==> config.mk <==
export PLATFORM = sky130hd
export DESIGN_NAME = serial_add_ctrl
export DESIGN_NICKNAME = d
export VERILOG_FILES = /design/src/rtl/serial_add_ctrl.sv
export SDC_FILE = /design/constraint.sdc
export NUM_CORES = 1
export LEC_CHECK = 0
export ABC_AREA = 0
export BUFFER_PORTS_ARGS = -buffer_cell sky130_fd_sc_hd__buf_2
export CORE_ASPECT_RATIO = 1.2
export CORE_MARGIN = 2
export CORE_UTILIZATION = 49
export CTS_CLUSTER_SIZE = 16
export DETAILED_ROUTE_END_ITERATION = 6
export PLACE_DENSITY = 0.74
export RECOVER_POWER = 50
export REMOVE_ABC_BUFFERS = 1
export SLEW_MARGIN = 25
export SYNTH_ARGS = -nofsm -noshare
export SYNTH_HDL_FRONTEND = slang
export SYNTH_SLANG_ARGS = --single-unit
export TNS_END_PERCENT = 100
==> constraint.sdc <==
create_clock -name iCLK -period 1.5 [get_ports iCLK]
set_input_delay 0.225 -clock iCLK [delete_from_list [all_inputs] [get_ports iCLK]]
set_output_delay 0.225 -clock iCLK [all_outputs]
set_load 0.05 [all_outputs]
==> src/rtl/serial_add_ctrl.sv <==
// ---------------------------------------------------------------------------
// serial_add_ctrl
//
// Bit-serial unsigned adder controller. Two half adders form one full adder,
// and a carry flip-flop closes the loop around them. The operands are added
// one bit per clock, LSB first. The result {oCARRY, oSUM} = iA + iB is
// registered on the last RUN edge and announced with a one-cycle oDONE pulse.
//
// Ports:
//   iCLK    in   1      system clock, rising edge
//   iRST    in   1      asynchronous active-high reset
//   iSTART  in   1      start request, sampled only while idle
//   iA, iB  in   WIDTH  operands, latched on the accepting edge
//   oREADY  out  1      idle, a start will be accepted
//   oBUSY   out  1      serial addition in progress
//   oDONE   out  1      single-cycle pulse, result valid
//   oSUM    out  WIDTH  last completed sum (held)
//   oCARRY  out  1      last completed carry-out (held)
// ---------------------------------------------------------------------------

// Plain half adder. It is the shared datapath cell that the controller reuses
// every cycle.
module half_adder (
   input  logic a,
   input  logic b,
   output logic sum,
   output logic carry
);
   assign sum   = a ^ b;
   assign carry = a & b;
endmodule

module serial_add_ctrl #(
   parameter int WIDTH = 8
) (
   input  logic             iCLK,
   input  logic             iRST,
   input  logic             iSTART,
   input  logic [WIDTH-1:0] iA,
   input  logic [WIDTH-1:0] iB,
   output logic             oREADY,
   output logic             oBUSY,
   output logic             oDONE,
   output logic [WIDTH-1:0] oSUM,
   output logic             oCARRY
);

   // The counter holds values 0..WIDTH, so one bit more than log2 is needed.
   localparam int CNT_W = $clog2(WIDTH) + 1;
   localparam logic [CNT_W-1:0] LAST_IDX = CNT_W'(WIDTH - 1);

   typedef enum logic [1:0] {
      IDLE = 2'b00,
      RUN  = 2'b01,
      DONE = 2'b10
   } state_t;

   state_t             state_q, state_d;
   logic [WIDTH-1:0]   a_q, a_d;
   logic [WIDTH-1:0]   b_q, b_d;
   logic [WIDTH-1:0]   psum_q, psum_d;
   logic [WIDTH-1:0]   sum_q, sum_d;
   logic [CNT_W-1:0]   cnt_q, cnt_d;
   logic               carry_q, carry_d;
   logic               cout_q, cout_d;

   logic               s1, c1, s2, c2;

   // Stage 1 adds the current operand LSBs. Stage 2 folds in the carry that
   // was held over from the previous bit.
   half_adder u_ha_stage1 (
      .a     (a_q[0]),
      .b     (b_q[0]),
      .sum   (s1),
      .carry (c1)
   );

   half_adder u_ha_stage2 (
      .a     (s1),
      .b     (carry_q),
      .sum   (s2),
      .carry (c2)
   );

   // Next-state and datapath control.
   // In RUN, the partial sum shifts right so that bit k lands in position k
   // after WIDTH shifts. The result registers are loaded from the *next*
   // partial sum and carry, so the final bit is included on the completion
   // edge itself.
   always_comb begin
      state_d = state_q;
      a_d     = a_q;
      b_d     = b_q;
      psum_d  = psum_q;
      sum_d   = sum_q;
      cnt_d   = cnt_q;
      carry_d = carry_q;
      cout_d  = cout_q;

      case (state_q)
         IDLE: begin
            if (iSTART) begin
               a_d     = iA;
               b_d     = iB;
               carry_d = 1'b0;
               cnt_d   = '0;
               psum_d  = '0;
               state_d = RUN;
            end
         end

         RUN: begin
            psum_d            = psum_q >> 1;
            psum_d[WIDTH-1]   = s2;
            carry_d           = c1 | c2;
            a_d               = a_q >> 1;
            b_d               = b_q >> 1;
            cnt_d             = cnt_q + CNT_W'(1);
            if (cnt_q == LAST_IDX) begin
               sum_d   = psum_d;
               cout_d  = c1 | c2;
               state_d = DONE;
            end
         end

         DONE: begin
            state_d = IDLE;
         end

         default: begin
            state_d = IDLE;
         end
      endcase
   end

   // All state lives here. Reset drops any in-flight addition and clears the
   // visible result immediately.
   always_ff @(posedge iCLK or posedge iRST) begin
      if (iRST) begin
         state_q <= IDLE;
         a_q     <= '0;
         b_q     <= '0;
         psum_q  <= '0;
         sum_q   <= '0;
         cnt_q   <= '0;
         carry_q <= 1'b0;
         cout_q  <= 1'b0;
      end else begin
         state_q <= state_d;
         a_q     <= a_d;
         b_q     <= b_d;
         psum_q  <= psum_d;
         sum_q   <= sum_d;
         cnt_q   <= cnt_d;
         carry_q <= carry_d;
         cout_q  <= cout_d;
      end
   end

   // Status outputs are decoded straight from the state register, so they
   // stay glitch-free and one-hot.
   assign oREADY = (state_q == IDLE);
   assign oBUSY  = (state_q == RUN);
   assign oDONE  = (state_q == DONE);
   assign oSUM   = sum_q;
   assign oCARRY = cout_q;

endmodule

# --- Word level (Yosys, flattened, before mapping) ---
# Cells that the tools add are included.
# Widths: inputs -> output; s select.
totals:
  register_bits: 40
  out_inout_bits: 12
classes:
  add_sub_neg: 1
  n_eq_ne: 5
  muxes: 13
  bitwise: 5
  reduce_logical: 5
op_table:
  columns: ["op", "count"]
  rows:
  - ["$pmux 8 s2", 3]
  - ["$mux 8", 3]
  - ["$pmux 4 s2", 1]
  - ["$reduce_and 2->1", 3]
  - ["$add 4x1->4 const B", 1]
  - ["$eq 4x3->1 const B", 1]
  - ["$mux 2", 2]
  - ["$mux 4", 1]
  - ["$pmux 2 s2", 1]
  - ["$and 1x1->1", 2]
  - ["$eq 2x1->1 const B", 1]
  - ["$eq 2x2->1 const B", 1]
  - ["$logic_not 2->1", 1]
  - ["$ne 2x1->1 const B", 1]
  - ["$ne 2x2->1 const B", 1]
  - ["$pmux 1 s2", 1]
  - ["$reduce_bool 2->1", 1]
  - ["$xor 1x1->1", 2]
  - ["$mux 1", 1]
  - ["$or 1x1->1", 1]

# --- Longest topological paths before layout ---
logic_depth:
  ltp_word: 4
  mapped_depth: 5

# --- By module ---
# A second synthesis with hierarchy kept.
unflattened:
  cells_unflattened: 155
  area_unflattened_um2: 1726.7
by_module_without_submodules:
  columns: ["mod", "instances", "cells_each", "area_each_um2", "seq_area_each_um2"]
  rows:
  - ["serial_add_ctrl", 1, 153, 1701.6, 975.9]
  - ["half_adder", 2, 1, 12.5, 0.0]

# --- Worst setup path after synthesis ---
# OpenSTA, ideal clock, no wires.
synth_path:
  path_type: "register -> output"
  start: "register state_q[0]"
  end: "output port oDONE"
  t_arrival_ps: 1541
  t_required_ps: 1275
  slack_ps: -266
  path_stages_with_launch: 5
  n_path_buf: 3
  path_cell_list: "dfrtp_1 buf_2 buf_2 clkbuf_1 nor2b_1"
synth_between:
  elab_chain_len: 1
synth_lines:
  columns: ["item", "line", "rtl"]
  rows:
  - ["start, declared", "58", "state_t state_q, state_d;"]
  - ["start signal, assigned", "149", "state_q <= state_d;"]
  - ["$eq 2x2->1", "164", "assign oDONE = (state_q == DONE);"]
  - ["end, declared", "43", "output logic oDONE,"]
# No other way between the ends.

# --- Worst setup path after layout ---
layout_path:
  start: "register cnt_q[1]"
  end: "register cout_q, in the netlist oCARRY"
layout_between:
  elab_chain_len: 2
layout_lines:
  columns: ["item", "line", "rtl"]
  rows:
  - ["start, declared", "63", "logic [CNT_W-1:0] cnt_q, cnt_d;"]
  - ["start signal, assigned", "154", "cnt_q <= cnt_d;"]
  - ["$eq 4x3->1", "119", "if (cnt_q == LAST_IDX) begin"]
  - ["$reduce_and 2->1 (no source line)", null, null]
  - ["end signal, assigned", "156", "cout_q <= cout_d;"]
  - ["end, declared", "65", "logic cout_q, cout_d;"]
# No other way between the ends.
# A chain may end at the register's enable or synchronous reset.

==> results by group <==
Yosys
  – Cell Area, Synth: about 1700 sq um
  – Cell taking the most area after synthesis: dfrtp_1
  – Gate Count Post-Synth: 152
  – Synth Register Bits: 39
  – Post-synth cell types: 23
  – Top cells by area, synth: dfrtp_1 57%, and3b_1 7.2%, a22o_1 5.1%
  – Synthesis Warnings: 0
  – Yosys top cell area share: a little under three fifths
  – Average size of a mapped cell: 11.28 sq um
  – Post-synthesis sequential area ratio: roughly 57%

Status
  – Failing checks: setup timing
  – Status: finished, violations left

CTS
  – CTS Sinks: 39
  – Root buffer cell: clkbuf_8
  – Hold Buf Count CTS: 0
  – CTS Buf Count: 5
  – Clock latency reported for the late side of the worst-skew pair: roughly 290 ps
  – H-Tree Depth: 2
  – Deepest clock path buffer count: 2
  – TritonCTS clock tree: done
  – Clock-pin slew on the worst setup and hold paths: 70 ps

Power
  – LEAKAGE: 1.079 nW
  – Total chip power: 4.518 mW
  – P_int: about 2.7 mW
  – Clk network pwr share: 14.8%
  – PwrDens: approximately 2200 nW/um^2
  – Maximum VDD drop: 1466 uV
  – Reg power frac: 39.2%
  – Part of the power in combinational logic: a little under half
  – P_sw: 1.852 mW
  – Sw Share: between 40% and 50%

Timing
  – Min Tclk post-route: 1502 ps
  – Slew margin rel.: 37.88%
  – Final period util: 100.1%
  – Slew Limit Fails: 0
  – Post-route worst setup slack: -2.109 ps
  – FMAX: 665.7 MHz
  – RSZ-0062 raised after global routing: true
  – Worst slew pin tran: 931.8 ps
  – Layout Skew: 1.414 ps
  – Finish-stage setup viols: 2
  – Final hold violations: 0

Route
  – Met3 wire len: 172 um
  – Top Metal Used: met4
  – Wl on met1: roughly 1.4 mm
  – First-pass detailed-route iteration total: 4
  – DRT iter0 DRCs: 56
  – Routed wire length per instance: 15.24 um
  – Detail Route Antenna Nets: 0
  – DRC errors left: 0
  – DR vias/cell: 5.507
  – Met2 WL post-DR: 1.816 mm
  – Final wirelength: 3.489 mm
  – Via count: about 1300

Final layout
  – Share of cells above drive strength 1: 31.77%
  – Fill count: 286
  – Area Overhead vs Synth: 21.90%
  – Final std cells w/o fill: 229
  – Storage cell area: 975.9 sq um
  – Most common cell after layout, fill and taps aside: dfrtp_1
  – Antenna Cells: 0
  – Most frequent cells in the layout: 39 x dfrtp_1, 28 x buf_2, 17 x a21oi_1, 17 x nand2_1, 17 x o21ai_0
  – Multi-input gate area: 723.2 sq um
  – Final net count: between 200 and 250

Critical path
  – Worst path cell trace: ha_2, nand2_2, nor3_4, buf_4, mux2_1
  – Crit Path Max Fanout: 3
  – Setup CP Type: flip-flop to flip-flop
  – Crit path DAT: 1680 ps
  – Worst Path Required: 1670 ps
  – Slowest CP cell: dfrtp_1
  – CP peak stage delay: 370 ps
  – Startpoint Class: flip-flop
  – CP endpoint kind: flip-flop

Placed design
  – Pre-CTS setup slack: -5.983 ps
  – Dpl cells: 220
  – Final GP Congestion: approximately 0.75
  – Port-buffer cells: 30
  – DP Wirelength: 2.405 mm

Floorplan
  – Core area: 3338 sq um
  – Row count: 23
  – Initial core utilization: about half
  – # IOs: 31
  – Die width: 57.99 um
  – Die area: 3989 sq um
  – DIE HEIGHT: 68.79 um

Min path
  – Kind of path behind the tightest hold check: primary input to asynchronous set/reset pin

Global routing
  – Pin count of the biggest net entering global routing: 40
  – Overflow after GRT: 0
  – Vias in the first global route: approximately 1300
  – GRT Resource Usage Total: 19.28%
  – First-pass GRT wire length: 5.685 mm
  – Initial antenna violation count: 0

Flow run
  – MaxCap Viol Count: 0
## worst max-delay path: cells and delay by family (launching register included)
family | cells | cell delay [ps]
AND/OR/NAND/NOR | 2 | 330
flip-flops | 1 | 370
adder cells (fa/ha/maj) | 1 | 200
multiplexers | 1 | 310
buffers and inverters | 1 | 170
## per-layer routing
metal,vias up,global-route usage [%]
met5,-,0
met4,0,8.430
met3,7,5.037
met2,37,34.09
met1,605,22.02
li1,612,-
## area by class of cell
type                            instances  area share (%)
Multi-Input combinational cell        102           34.61
Clock inverter                          1          0.2395
Inverter                                2          0.3593
Clock buffer                            7           3.653
Sequential cell                        39           46.71
Timing Repair Buffer                   41           12.22
Tap cell                               37           2.216
## power groups by stage
stage	Clock [mW]	Sequential [mW]	Combinational, mW
after floorplan	0	2.13	0.980
after global placement	0	1.75	1.91
after detailed placement	0	1.78	1.98
after CTS	0.688	1.77	1.99
after global routing	0.746	1.82	2.27
final	0.668	1.77	2.08
## Yosys cell counts
master,number
a21oi_1,17
a22o_1,10
a22oi_1,1
and2_1,1
and3b_1,14
buf_2,4
clkbuf_1,5
dfrtp_1,39
fa_1,1
ha_1,1
inv_1,1
inv_2,1
mux2_1,3
mux2_2,7
nand2_1,18
nand2b_2,1
nand3_1,1
nor2_1,3
nor2b_1,4
nor3_4,1
o21ai_0,17
o21bai_2,1
o31ai_1,1
## through the flow
stage                     area, sq um  utilization (%)  hold WS (ps)  setup TNS, ps
after floorplan                  1675                -         417.7          -5550
after global placement           1959            58.70         356.3              0
after detailed placement         1959            58.70         367.0         -11.69
after CTS                        2043            61.21         53.50              0
after global routing             2090            62.59         273.6         -240.6
final                            2090            62.59         213.0         -2.656
## kinds of logic after synthesis
| family | share of synthesized area (%) |
|---|---|
| fa+ha+maj | 1.898 |
| buf+inv | 2.700 |
| mux | 6.569 |
| compound gates | 16.57 |
| flops | 56.93 |
| simple gates | 15.33 |
## timing repair
item / in CTS / in global routing
setup buffers: 0 / 1
gates resized for setup: 1 / 12
pin swaps: 1 / 2
endpoints found under the setup margin: 8 / 10
## state kept, by name, indices dropped and copies added (netlist names)
name,count
carry_q,1
b_q,8
oCARRY,1
a_q,8
state_q,2
psum_q,7
cnt_q,4
oSUM,8
## final timing paths
check	startpoint	to	slack, ps	depth (start not counted)
worst min-delay path	iRST	psum_q[4]	210	3
worst max register to register	cnt_q[1]	oCARRY	-2	5
worst max-delay path	cnt_q[1]	oCARRY	-2	5
worst min register to register	a_q[6]	a_q[6]	490	2
max in group asynchronous	iRST	b_q[0]	720	3
min in group iCLK	iB[7]	b_q[7]	230	3
Power figures use the tool's default switching activity.
